### src/rtl/gray_conv_arbiter.sv
// Shared binary<->Gray converter time-multiplexed between NumReq requesters by a
// round-robin arbiter; results return through one registered, id-tagged response port.
module gray_conv_arbiter #(
  parameter int NumReq  = 4,
  parameter int Width   = 9,
  parameter int IdWidth = (NumReq > 1) ? $clog2(NumReq) : 1
) (
  input  logic                    clk_i,
  input  logic                    rst_i,
  input  logic [NumReq-1:0]       req_valid_i,
  output logic [NumReq-1:0]       req_ready_o,
  input  logic [NumReq-1:0]       req_op_i,
  input  logic [NumReq*Width-1:0] req_data_i,
  output logic                    rsp_valid_o,
  input  logic                    rsp_ready_i,
  output logic [IdWidth-1:0]      rsp_id_o,
  output logic                    rsp_op_o,
  output logic [Width-1:0]        rsp_data_o
);

  logic [IdWidth-1:0] prio_reg;
  logic [IdWidth-1:0] prio_next;
  logic               rsp_valid_reg;
  logic [IdWidth-1:0] rsp_id_reg;
  logic               rsp_op_reg;
  logic [Width-1:0]   rsp_data_reg;

  logic [IdWidth-1:0] grant_id;
  logic               grant_any;
  logic               can_accept;
  logic               handshake;
  logic [Width-1:0]   data_arr [NumReq];
  logic [Width-1:0]   sel_data;
  logic               sel_op;
  logic [Width-1:0]   enc_data;
  logic [Width-1:0]   dec_data;
  logic [Width-1:0]   conv_data;

  // Index arithmetic modulo NumReq; works for non-power-of-two requester counts.
  function automatic logic [IdWidth-1:0] wrap_add(input logic [IdWidth-1:0] base, input int off);
    int sum;
    sum = int'(base) + off;
    if (sum >= NumReq) sum = sum - NumReq;
    return IdWidth'(sum);
  endfunction

  generate
    for (genvar gi = 0; gi < NumReq; gi++) begin : g_unpack
      assign data_arr[gi] = req_data_i[gi*Width +: Width];
    end
  endgenerate

  // Scan from the farthest offset back toward prio_reg so the nearest valid requester wins.
  always_comb begin
    grant_id  = '0;
    grant_any = 1'b0;
    for (int k = NumReq - 1; k >= 0; k--) begin
      if (req_valid_i[wrap_add(prio_reg, k)]) begin
        grant_any = 1'b1;
        grant_id  = wrap_add(prio_reg, k);
      end
    end
  end

  assign can_accept = !rsp_valid_reg || rsp_ready_i;
  assign handshake  = grant_any && can_accept && !rst_i;
  assign prio_next  = wrap_add(grant_id, 1);

  generate
    for (genvar gi = 0; gi < NumReq; gi++) begin : g_ready
      assign req_ready_o[gi] = handshake && (grant_id == IdWidth'(gi));
    end
  endgenerate

  assign sel_data = data_arr[grant_id];
  assign sel_op   = req_op_i[grant_id];
  assign enc_data = sel_data ^ (sel_data >> 1);

  // Gray->binary: each binary bit is the XOR of all Gray bits at or above it.
  generate
    for (genvar gi = 0; gi < Width; gi++) begin : g_dec
      assign dec_data[gi] = ^sel_data[Width-1:gi];
    end
  endgenerate

  assign conv_data = sel_op ? dec_data : enc_data;

  always_ff @(posedge clk_i) begin
    if (rst_i) begin
      prio_reg      <= '0;
      rsp_valid_reg <= 1'b0;
      rsp_id_reg    <= '0;
      rsp_op_reg    <= 1'b0;
      rsp_data_reg  <= '0;
    end else if (handshake) begin
      prio_reg      <= prio_next;
      rsp_valid_reg <= 1'b1;
      rsp_id_reg    <= grant_id;
      rsp_op_reg    <= sel_op;
      rsp_data_reg  <= conv_data;
    end else if (rsp_ready_i) begin
      rsp_valid_reg <= 1'b0;
    end
  end

  assign rsp_valid_o = rsp_valid_reg;
  assign rsp_id_o    = rsp_id_reg;
  assign rsp_op_o    = rsp_op_reg;
  assign rsp_data_o  = rsp_data_reg;

endmodule

### config.mk
export PLATFORM = sky130hd
export DESIGN_NAME = gray_conv_arbiter
export DESIGN_NICKNAME = d
export VERILOG_FILES = /design/src/rtl/gray_conv_arbiter.sv
export SDC_FILE = /design/constraint.sdc
export NUM_CORES = 1
export LEC_CHECK = 0
export ABC_AREA = 1
export BUFFER_PORTS_ARGS = -buffer_cell sky130_fd_sc_hd__buf_2
export CORE_UTILIZATION = 43
export DETAILED_ROUTE_END_ITERATION = 10
export PLACE_DENSITY_LB_ADDON = 0.12
export SYNTH_ARGS = -nofsm -noshare
export SYNTH_HDL_FRONTEND = slang
export SYNTH_SLANG_ARGS = --single-unit
### constraint.sdc
create_clock -name clk_i -period 4.91 [get_ports clk_i]
set_clock_uncertainty 0.15 [all_clocks]
set_input_delay 0.2455 -clock clk_i [delete_from_list [all_inputs] [get_ports clk_i]]
set_output_delay 0.2455 -clock clk_i [all_outputs]
set_load 0.05 [all_outputs]
==> results of run 1 <==
[area by class of cell]
type,count,area (µm²)
timing repair buffer,64,323
inverter,48,180
multi-input combinational,266,1250
tap,50,62.6
fill,440,1840
sequential,15,300
clock buffer,4,45.0
[how the worst min path moves through the flow]
stage / cells past startpoint / from / slack (ns) / to
2_1_floorplan: 1 / rst_i / 0.16 / rsp_data_o[0]$_SDFFE_PP0P_
3_3_place_gp: 2 / rsp_id_o[0]$_SDFFE_PP0P_ / 0.30 / rsp_id_o[0]$_SDFFE_PP0P_
3_5_place_dp: 2 / rsp_id_o[0]$_SDFFE_PP0P_ / 0.30 / rsp_id_o[0]$_SDFFE_PP0P_
4_1_cts: 2 / rst_i / 0.1 / rsp_id_o[0]$_SDFFE_PP0P_
5_1_grt: 2 / rst_i / 0.10 / rsp_id_o[0]$_SDFFE_PP0P_
6_report: 2 / rst_i / 0.10 / rsp_id_o[0]$_SDFFE_PP0P_
[per-stage QoR]
step                area, µm²  setup slack [ns]
finish                   2160              1.82
global route             2160              1.39
CTS                      2160              1.84
detailed placement       2120              1.87
global placement         2120              1.97
floorplan                1790              2.11
[routing by layer]
| layer | track usage (%) | vias to the layer above | wire, µm |
|---|---|---|---|
| met2 | 32.7 | 60 | 1880 |
| met4 | 3.99 | 0 | 10 |
| met5 | 0 | - | 0 |
| met1 | 29.7 | 911 | 2210 |
| met3 | 2.74 | 2 | 222 |
| li1 | - | 1171 | - |
[cells in the mapped netlist (all sizes together)]
library cell	count	area [µm²]
a31oi	3	18.8
nor2	7	26.3
o211ai	4	30.0
clkinv	1	3.75
ha	4	50.1
nand3	43	220
nand3b	6	45.0
xor2	2	25.0
buf	7	52.5
inv	47	176
xnor2	1	8.76
nor3	2	10.0
a21oi	13	65.1
or2	1	8.76
and2	2	12.5
dfxtp	15	300
o21ai	15	75.1
nand2	163	654
clkbuf	3	11.3
[layout by cell type, fill, tap and decap left out, types with 6 or more instances in the layout]
master	n
nand3b_1	6
o21ai_0	13
nand3_1	42
nand2_1	148
buf_2	63
nand2_2	14
dfxtp_1	15
nor2_1	7
inv_1	44
a21oi_1	13
[kinds of logic (layout without fill, tap and decap cells)]
family                   after synthesis  after routing  share of synthesized area (%)
buffers and inverters                 58            116                           13.6
XOR/XNOR                               3              3                           1.88
AND/OR/NAND/NOR                      224            224                           54.5
flip-flops                            15             15                           16.7
AO/OA/AOI/OAI                         35             35                           10.5
adder cells (fa/ha/maj)                4              4                           2.79
==> summary.txt, run 1 <==
Die
  • Initial standard-cell utilization of the core: between 40% and 50%
  • Core Footprint: around 4000 µm²
  • Full die area: approximately 4400 µm²
  • Top-Level Pins: 64
  • Y dimension of the die: between 60 and 70 µm
  • DIE WIDTH: roughly 67 µm
  • Standard-cell rows: 23

Finish
  • Flip-flop count of the largest register, all copies and words added: 9
  • Area growth syn-to-layout: 20.4%
  • Post-route core utilization: approximately 54%
  • Net total in the final layout: approximately 450
  • Number of antenna diodes: 0
  • Filler-free cell count of the finished design: between 400 and 500
  • Share of final-layout standard cells stronger than drive strength 1: about 22%

Critical path
  • Startpoint kind of the worst setup timing path: flip-flop
  • Nature of the critical path endpoint: flip-flop
  • Origin of the worst setup path: prio_reg[0]$_SDFFE_PP0P_
  • Crit path buf inv count: 3
  • Top delay family on crit path: simple AND/OR/NAND/NOR gates
  • Largest incremental delay on the critical path: between 0.4 and 0.5 ns
  • Critical path data arrival time: between 3 and 4 ns
  • Required time of the critical path: 4.90 ns
  • Worst reg2reg startpoint: prio_reg[0]$_SDFFE_PP0P_
  • Slowest library cell on the worst path: dfxtp_1
  • Worst setup endpoint: rsp_data_o[2]$_SDFFE_PP0P_
  • R2r endpoint: rsp_data_o[2]$_SDFFE_PP0P_
  • Cell Chain, Critical Path: inv_2 -> nand2_1 -> nand2_1 -> nand2_2 -> nand2_2 -> nand2_2 -> nand3_2 -> nand2_4 -> inv_2 -> nand2_1 -> nand2_1 -> nand2_1 -> nand2_1 -> nand2_1 -> nand2_1 -> nand2_1 -> nand2_1 -> nand2_1 -> nand2_1 -> nand2_1 -> nand3_1 -> nand2_1 -> inv_1
  • WP depth: 23
  • Number of cells on the worst reg-to-reg path: 23
  • Critical path start-end classification: flip-flop to flip-flop
  • Critical path peak fanout: 37
  • Critical Path Most Common Cell: nand2_1
  • Register-to-register path setup slack: ~1.8 ns

GRT
  • Pin count of the biggest net entering global routing: 38
  • First-pass GRT wire length: 7360 µm
  • Overall fraction of global-route tracks in use: 20.7%
  • Via count of the first global-routing pass: between 1,500 and 2,000
  • Overflow after GRT: 0
  • Number of antenna violations at the first check in global routing: 0

Place
  • Final RePlAce weighted congestion: around 0.8
  • # placed instances: 443
  • Placed wire-length estimate: around 3500 µm
  • Input/output buffers: between 60 and 70

Route
  • Drt wl/cell: 9.69 µm
  • Average via count per standard cell: around 4.8
  • Number of search-and-repair iterations in the first detailed-routing pass: 4
  • Remaining antenna violation count: 0
  • Initial DRC Count: 120
  • DRC violation count after routing: 0
  • Post-detailed-routing wire length: around 4300 µm
  • Via count: ~2,100

Timing
  • Unrepaired setup endpoints after global routing: no
  • Maximum operating frequency: about 0.32 GHz
  • Worst hold slack across all endpoints: around 0.10 ns
  • Final period util: 62.9%
  • Number of endpoints failing setup at the final stage: 0
  • Relative slew margins: approximately 71%
  • Period minus WS final: ~3 ns
  • Slew @ Worst Pin: between 0.4 and 0.5 ns
  • Post-route setup TNS: 0 ns
  • Final Hold Fails: 0
  • Number of max-slew violations in the final report: 0

Clocking
  • Clock slew at the register clock pins of the worst setup and hold paths: roughly 0.060 ns
  • Post-cts sizing count: 0
  • Cts-stage hold buffer count: 0
  • TritonCTS clock tree: built
  • Insertion delay to the later sink of the worst-skew pair: between 0.2 and 0.25 ns
  • TritonCTS Sinks: 15
  • Number of buffers created by CTS: 3
  • Root Buffer: clkbuf_8
  • Setup fix buffers added after clock tree synthesis: 0
  • CTS HTree Levels: 1
  • Longest Clk Path Bufs: 2

Synthesis
  • Register bit total from synthesis: 15
  • Unique masters post-synth: 27
  • Synthesized area per cell: 5.29 µm²
  • Netlist area before placement: about 1800 µm²
  • Yosys Warn Count: 0
  • Seq/Total Area, Yosys: between 10% and 20%
  • Synthesized instance count: ~340
  • Post-Syn Nets: a little under 400

Min path
  • Tightest Hold Check Type: primary input to flip-flop

Job
  • MaxCap Viol Count: 0

Outcome
  • Run status: finished clean
Power of run 1 is not shown: default switching activity piles up to over one toggle a cycle in this logic, so the estimate is an artifact.
==> run 2, diff against run 1 <==
Settings changed: ABC_AREA 1 to 0.
Clock period 4.91 ns to 2.85 ns, I/O delays scaled along.
==> run 2 against run 1 <==
  * The flow now finishes with violations (DRC)
  * Wire length fell by 34%
  * Final cell count is 48% lower
  * Sequential share of layout area grew 4.0 points
  * Global-route usage is 2.4 points lower
  * Register-to-register slack lost 1.6 ns
  * First-iteration DRC count fell by 76%
  * Die area shrank 27%
  * Area after synthesis decreased by 28%
  * Via count fell by 43%
==> summary.txt, run 2 <==
Synthesis
  • Synthesized area per cell: 9.29 µm² (+75%)
  • Share of synthesized flip-flops with an asynchronous set or reset: 0% (unchanged)
  • Number of enable flip-flop cells after synthesis: 0 (unchanged)
  • Register bit total from synthesis: 15 (unchanged)
  • Cell types with the highest counts after synthesis: mux2i_1 (19), dfxtp_1 (15), o21ai_0 (13), nand2_1 (10), nand3b_1 (10)
  • Cell taking the most area after synthesis: dfxtp_1
  • Synthesized instance count: 140 (-59%)
  • Netlist area before placement: 1300 µm² (-28%)
  • Seq/Total Area, Yosys: 23.1% (+6.4 points)
  • Yosys Warn Count: 0 (unchanged)
  • Proportion of netlist area held by the largest area contributor: 23.1% (-7.9 points)
  • Most frequent cell after synthesis: mux2i_1
  • Post-Syn Nets: 191 (-51%)
  • Unique masters post-synth: 38 (+41%)
  • Most used flip-flop cell after synthesis: dfxtp_1
  • Dominant cells by area after synthesis: dfxtp_1 (23%), mux2i_1 (15%), mux2_2 (7.8%)

Clocking
  • Cts-stage hold buffer count: 0 (unchanged)
  • CTS HTree Levels: 1 (unchanged)
  • Setup fix buffers added after clock tree synthesis: 0 (unchanged)
  • TritonCTS clock tree: built
  • Root Buffer: clkbuf_4
  • Number of buffers created by CTS: 3 (unchanged)
  • TritonCTS Sinks: 15 (unchanged)
  • Post-cts sizing count: 0 (unchanged)
  • Insertion delay to the later sink of the worst-skew pair: 0.28 ns (+0.04 ns)
  • Longest Clk Path Bufs: 2 (unchanged)
  • Clock slew at the register clock pins of the worst setup and hold paths: 0.09 ns (+0.03 ns)

Die
  • Full die area: 3250 µm² (-27%)
  • Initial standard-cell utilization of the core: 46.3% (+1.5 points)
  • Standard-cell rows: 19 (-17%)
  • Y dimension of the die: 57.0 µm (-14%)
  • DIE WIDTH: 57.0 µm (-14%)
  • Top-Level Pins: 64 (unchanged)
  • Core Footprint: 2810 µm² (-30%)

Place
  • Placed wire-length estimate: 2230 µm (-35%)
  • Final RePlAce weighted congestion: 0.722 (-9.7%)
  • Setup slack at placement: 0.0475 ns (-1.82 ns)
  • # placed instances: 230 (-48%)
  • Input/output buffers: 63 (unchanged)

Timing
  • Number of max-slew violations in the final report: 0 (unchanged)
  • Final period util: 93.9% (+31 points)
  • Unrepaired setup endpoints after global routing: no
  • Period minus WS final: 2.68 ns (-0.413 ns)
  • Post-route setup TNS: 0 ns (unchanged)
  • Final Hold Fails: 0 (unchanged)
  • Fin worst setup slack: 0.174 ns (-1.65 ns)
  • Relative slew margins: 73.0% (+2.1 points)
  • Slew @ Worst Pin: 0.401 ns (-0.0328 ns)
  • Number of endpoints failing setup at the final stage: 0 (unchanged)
  • Maximum operating frequency: 0.374 GHz (+15%)
  • Worst hold slack across all endpoints: 0.0120 ns (-0.0903 ns)

GRT
  • Most Used Layer, Global Route: met2
  • Overflow after GRT: 0 (unchanged)
  • Number of antenna violations at the first check in global routing: 0 (unchanged)
  • First-pass GRT wire length: 4740 µm (-36%)
  • Global-route met2 utilization: 30.9% (-1.8 points)
  • Met1 global-route usage: 23.7% (-6.0 points)
  • Overall fraction of global-route tracks in use: 18.3% (-2.4 points)
  • GR Layer Usage met3: 1.59% (-1.2 points)
  • Pin count of the biggest net entering global routing: 23 (-39%)
  • Via count of the first global-routing pass: 1,141 (-31%)

Route
  • Average via count per standard cell: 5.19 (+8.3%)
  • DRC violation count after routing: 4 (+4)
  • Drt wl/cell: 12.3 µm (+27%)
  • Remaining antenna violation count: 0 (unchanged)
  • Initial DRC Count: 29 (-76%)
  • Number of search-and-repair iterations in the first detailed-routing pass: 7 (+3)
  • Post-detailed-routing wire length: 2870 µm (-34%)
  • Via count: 1,215 (-43%)

Min path
  • Tightest Hold Check Type: primary input to flip-flop

Critical path
  • Critical Path Most Common Cell: xnor2_4
  • Required time of the critical path: 2.91 ns (-1.99 ns)
  • Top delay family on crit path: XOR/XNOR gates
  • Cell Chain, Critical Path: nand2_1 -> a221o_1 -> nand2_4 -> inv_6 -> mux2i_1 -> mux2_2 -> xnor2_4 -> xnor2_4 -> xnor2_2 -> xor2_1 -> a211oi_2
  • Critical path data arrival time: 2.74 ns (-0.34 ns)
  • Slowest library cell on the worst path: dfxtp_2
  • Largest incremental delay on the critical path: 0.38 ns (-0.07 ns)
  • Critical path peak fanout: 22 (-41%)
  • Crit path buf inv count: 1 (-2)
  • Startpoint kind of the worst setup timing path: flip-flop
  • Nature of the critical path endpoint: flip-flop
  • Critical path start-end classification: flip-flop to flip-flop

Job
  • MaxCap Viol Count: 0 (unchanged)

Finish
  • Flip-flop count of the largest register, all copies and words added: 9 (unchanged)
  • Area growth syn-to-layout: 29.5%
  • Net total in the final layout: 255 (-43%)
  • Fillers: 276 (-37%)
  • Share of final-layout standard cells stronger than drive strength 1: 45.8% (+24 points)
  • Most frequent standard cell in the layout excluding fill and tap cells: buf_2
  • Highest-count cells in the layout ignoring fill and taps: buf_2 (63), mux2i_1 (19), dfxtp_1 (14)
  • Number of antenna diodes: 0 (unchanged)
  • Post-route core utilization: 60.0% (+6.0 points)
  • Filler-free cell count of the finished design: 234 (-48%)

Power
  • Leakage power figure: about 0.80 nW
  • Peak supply drop: ~0.00035 V
  • PwrDens: 959 nW/µm²

Outcome
  • Violated checks: DRC
  • Run status: complete, but fails checks
==> run 2: stage by stage <==
step | instance area [µm²] | power, W
floorplan | 1300 | 0.00128
global placement | 1630 | 0.00144
detailed placement | 1630 | 0.00148
CTS | 1660 | 0.00160
global route | 1680 | 0.00173
finish | 1680 | 0.00162
==> run 2: layout make-up <==
class / count / area (µm²) / area share [%]
clock buffers: 3 / 22.5 / 1.34
clock inverters: 1 / 5.00 / 0.297
inverters: 4 / 20.0 / 1.19
multi-input cells: 113 / 951 / 56.5
flip-flops and latches: 15 / 302 / 17.9
well taps: 31 / 38.8 / 2.30
repair buffers: 67 / 345 / 20.5
==> run 2: cells by family after synthesis <==
family | after synthesis | synth area share, %
xor+xnor | 15 | 14.1
flops | 15 | 23.1
fa+ha+maj | 4 | 3.85
mux | 29 | 23.6
compound gates | 24 | 11.9
buf+inv | 12 | 5.58
simple gates | 41 | 17.8
==> run 2: path summary, 6_finish.rpt <==
kind / from / endpoint / slack (ns) / depth (start not counted)
hold reg to reg: rsp_id_o[0]$_SDFFE_PP0P_ / rsp_id_o[0]$_SDFFE_PP0P_ / 0.32 / 2
setup reg to reg: prio_reg[1]$_SDFFE_PP0P_ / rsp_data_o[0]$_SDFFE_PP0P_ / 0.17 / 11
setup / recovery: prio_reg[1]$_SDFFE_PP0P_ / rsp_data_o[0]$_SDFFE_PP0P_ / 0.17 / 11
hold / removal: rsp_ready_i / rsp_valid_o$_SDFFE_PP0P_ / 0.01 / 4
==> run 2: worst min-delay path: stages <==
cell,delay [ns]
buf_2,0.07
nor2b_1,0.05
nor2b_1,0.10
nor2_1,0.04
==> run 2: power by group <==
part	total, W	switching, W	internal, W	leakage, nW
clock network	0.000120	0.0000676	0.0000521	0.0177
logic	0.00117	0.000698	0.000477	0.655
registers	0.000321	0.0000406	0.000280	0.125
total	0.00162	0.000806	0.000810	0.798
==> run 2: routing by layer <==
metal,wire length (µm),vias up,share of wire (%)
met5,0,-,0
met4,23,0,0.80
met3,139,2,4.8
met2,1410,43,49
met1,1300,555,45
li1,-,615,-
Power figures use the tool's default switching activity.
==> run 3, diff against run 2 <==
Settings changed: CORE_MARGIN set to 2.
==> run 3 against run 2 <==
  * The flow still finishes with violations (DRC)
  * Total power down 1.2%
  * Non-clock buffer count down 2
  * Critical endpoint unchanged
  * Clock-buffer cell count unchanged
  * Critical path depth unchanged
  * Largest power group unchanged
  * Via count down 4.6%
  * Die area up 7.1%
  * Maximum frequency down 0.34%
  * Highest routed layer unchanged
  * Register-to-register slack about the same
  * Core utilization down 0.71 points
==> summary.txt, run 3 (synthesized netlist as in run 2, its figures left out) <==
Critical path
  • Nature of the critical path endpoint: flip-flop
  • Crit path buf inv count: 1 (unchanged)
  • Critical path start-end classification: flip-flop to flip-flop
  • Startpoint kind of the worst setup timing path: flip-flop
  • R2r endpoint: rsp_data_o[0]$_SDFFE_PP0P_
  • Critical path data arrival time: 2.75 ns (about the same)
  • Register-to-register path setup slack: 0.16 ns (about the same)
  • Cell Chain, Critical Path: nand2_1 -> a221o_1 -> nand2_2 -> inv_6 -> mux2i_1 -> mux2_2 -> xor2_2 -> xnor2_1 -> xnor2_2 -> xor2_1 -> a211oi_2
  • Number of cells on the worst reg-to-reg path: 11 (unchanged)
  • Largest incremental delay on the critical path: 0.37 ns (about the same)
  • Top delay family on crit path: XOR/XNOR gates
  • Slowest library cell on the worst path: dfxtp_2
  • Required time of the critical path: 2.91 ns (about the same)
  • WP depth: 11 (unchanged)
  • Critical path peak fanout: 22 (unchanged)
  • Worst reg2reg startpoint: prio_reg[1]$_SDFFE_PP0P_

Die
  • Y dimension of the die: 59.0 µm (+3.5%)
  • Standard-cell rows: 19 (unchanged)
  • Initial standard-cell utilization of the core: 46.3% (unchanged)
  • Full die area: 3480 µm² (+7.1%)
  • DIE WIDTH: 59.0 µm (+3.5%)
  • Top-Level Pins: 64 (unchanged)
  • Core Footprint: 2810 µm² (unchanged)

Power
  • PwrDens: 959 nW/µm² (about the same)
  • Leakage power figure: 0.785 nW (-1.6%)
  • Peak supply drop: 0.000392 V (+12%)
  • Overall Power: 0.00160 W (-1.2%)

GRT
  • Pin count of the biggest net entering global routing: 25 (+8.7%)
  • Overflow after GRT: 0 (unchanged)
  • Via count of the first global-routing pass: 1,063 (-6.8%)
  • Overall fraction of global-route tracks in use: 15.8% (-2.5 points)
  • Number of antenna violations at the first check in global routing: 0 (unchanged)
  • First-pass GRT wire length: 4380 µm (-7.6%)

Finish
  • Area growth syn-to-layout: 28.0%
  • Highest-count cells in the layout ignoring fill and taps: buf_2 (63), mux2i_1 (19), dfxtp_1 (14)
  • Most frequent standard cell in the layout excluding fill and tap cells: buf_2
  • Flip-flop count of the largest register, all copies and words added: 9 (unchanged)
  • Post-route core utilization: 59.3% (-0.71 points)
  • Net total in the final layout: 253 (-0.78%)
  • Combined flip-flop and latch cell area: 302 µm² (unchanged)
  • Number of antenna diodes: 0 (unchanged)
  • Share of final-layout standard cells stronger than drive strength 1: 45.3% (-0.54 points)
  • Fillers: 244 (-12%)
  • Multi-input gate area: 946 µm² (-0.53%)

Timing
  • Worst hold slack across all endpoints: 0.0207 ns (+0.00867 ns)
  • Fin worst setup slack: 0.164 ns (-0.00923 ns)
  • Period minus WS final: 2.69 ns (+0.00923 ns)
  • Number of endpoints failing setup at the final stage: 0 (unchanged)
  • Final Hold Fails: 0 (unchanged)
  • Final period util: 94.2% (+0.32 points)
  • Number of max-slew violations in the final report: 0 (unchanged)
  • Post-route setup TNS: 0 ns (unchanged)
  • Maximum operating frequency: 0.372 GHz (-0.34%)
  • Unrepaired setup endpoints after global routing: no
  • Slew @ Worst Pin: 0.935 ns (+0.534 ns)
  • Relative slew margins: 37.2% (-36 points)

Clocking
  • TritonCTS clock tree: built
  • Clock slew at the register clock pins of the worst setup and hold paths: 0.09 ns (about the same)
  • CTS HTree Levels: 1 (unchanged)
  • Insertion delay to the later sink of the worst-skew pair: 0.29 ns (about the same)
  • TritonCTS Sinks: 15 (unchanged)
  • Root Buffer: clkbuf_4
  • Number of buffers created by CTS: 3 (unchanged)
  • Longest Clk Path Bufs: 2 (unchanged)

Place
  • Input/output buffers: 63 (unchanged)
  • Final RePlAce weighted congestion: 0.708 (-1.9%)
  • Setup slack at placement: 0.0728 ns (+0.0253 ns)
  • Placed wire-length estimate: 2130 µm (-4.6%)

Route
  • Drt wl/cell: 11.7 µm (-4.9%)
  • Via count: 1,159 (-4.6%)
  • DRC violation count after routing: 2 (-2)
  • Post-detailed-routing wire length: 2700 µm (-5.7%)
  • Initial DRC Count: 45 (+55%)
  • Average via count per standard cell: 5.00 (-3.8%)
  • Remaining antenna violation count: 0 (unchanged)
  • Number of search-and-repair iterations in the first detailed-routing pass: 7 (unchanged)

Outcome
  • Run status: complete, but fails checks
  • Violated checks: DRC

Min path
  • Tightest Hold Check Type: primary input to flip-flop
  • Worst hold stages: 4 (unchanged)
  • Worst hold path startpoint: rsp_ready_i
  • Endpoint with the worst hold slack: rsp_valid_o$_SDFFE_PP0P_

Job
  • MaxCap Viol Count: 0 (unchanged)
## run 3: cell type report
class	count	share of cell area, %
clock buffers	3	1.35
clock inverters	1	0.301
inverters	4	1.20
flip-flops and latches	15	18.1
repair buffers	65	19.8
well taps	31	2.33
multi-input cells	113	56.8
## run 3: worst max-delay path by stage
| stage | from | endpoint | slack (ns) |
|---|---|---|---|
| after floorplan | prio_reg[1]$_SDFFE_PP0P_ | rsp_data_o[2]$_SDFFE_PP0P_ | 0.23 |
| after detailed placement | prio_reg[1]$_SDFFE_PP0P_ | rsp_data_o[0]$_SDFFE_PP0P_ | 0.07 |
| after global routing | prio_reg[1]$_SDFFE_PP0P_ | rsp_data_o[2]$_SDFFE_PP0P_ | 0.004 |
| after global placement | prio_reg[1]$_SDFFE_PP0P_ | rsp_data_o[2]$_SDFFE_PP0P_ | 0.16 |
| after CTS | prio_reg[1]$_SDFFE_PP0P_ | rsp_data_o[0]$_SDFFE_PP0P_ | 0.05 |
| final | prio_reg[1]$_SDFFE_PP0P_ | rsp_data_o[0]$_SDFFE_PP0P_ | 0.16 |
## run 3: worst reg2reg max path, delay by kind of cell, from the launching register on
kind | cells | cell delay [ns]
mux | 2 | 0.48
flops | 1 | 0.37
xor+xnor | 4 | 0.71
buf+inv | 1 | 0.12
compound gates | 2 | 0.56
simple gates | 2 | 0.21
## run 3: per-layer routing
metal	part of all wire [%]	vias to the layer above	global-route usage, %
met4	1.6	0	7.14
met1	49	502	22.2
met2	44	40	24.6
li1	-	613	-
met5	0	-	0
met3	5.5	4	1.09
## run 3: power by group
group	internal (W)	total (W)	switching, W	leakage (nW)
registers	0.000280	0.000318	0.0000377	0.125
clock network	0.0000522	0.000122	0.0000696	0.0177
logic	0.000473	0.00116	0.000683	0.642
## run 3: through the flow
step | cells | cell area [µm²]
final | 232 | 1660
after global routing | 232 | 1660
after CTS | 232 | 1640
after detailed placement | 228 | 1610
after global placement | 228 | 1610
after floorplan | 140 | 1300
## run 3: timing repair
action | 4_1_cts | 5_1_grt
buffers inserted | 0 | 0
setup endpoints to repair | 0 | 4
hold buffers | 0 | 0
resized for setup | 0 | 4
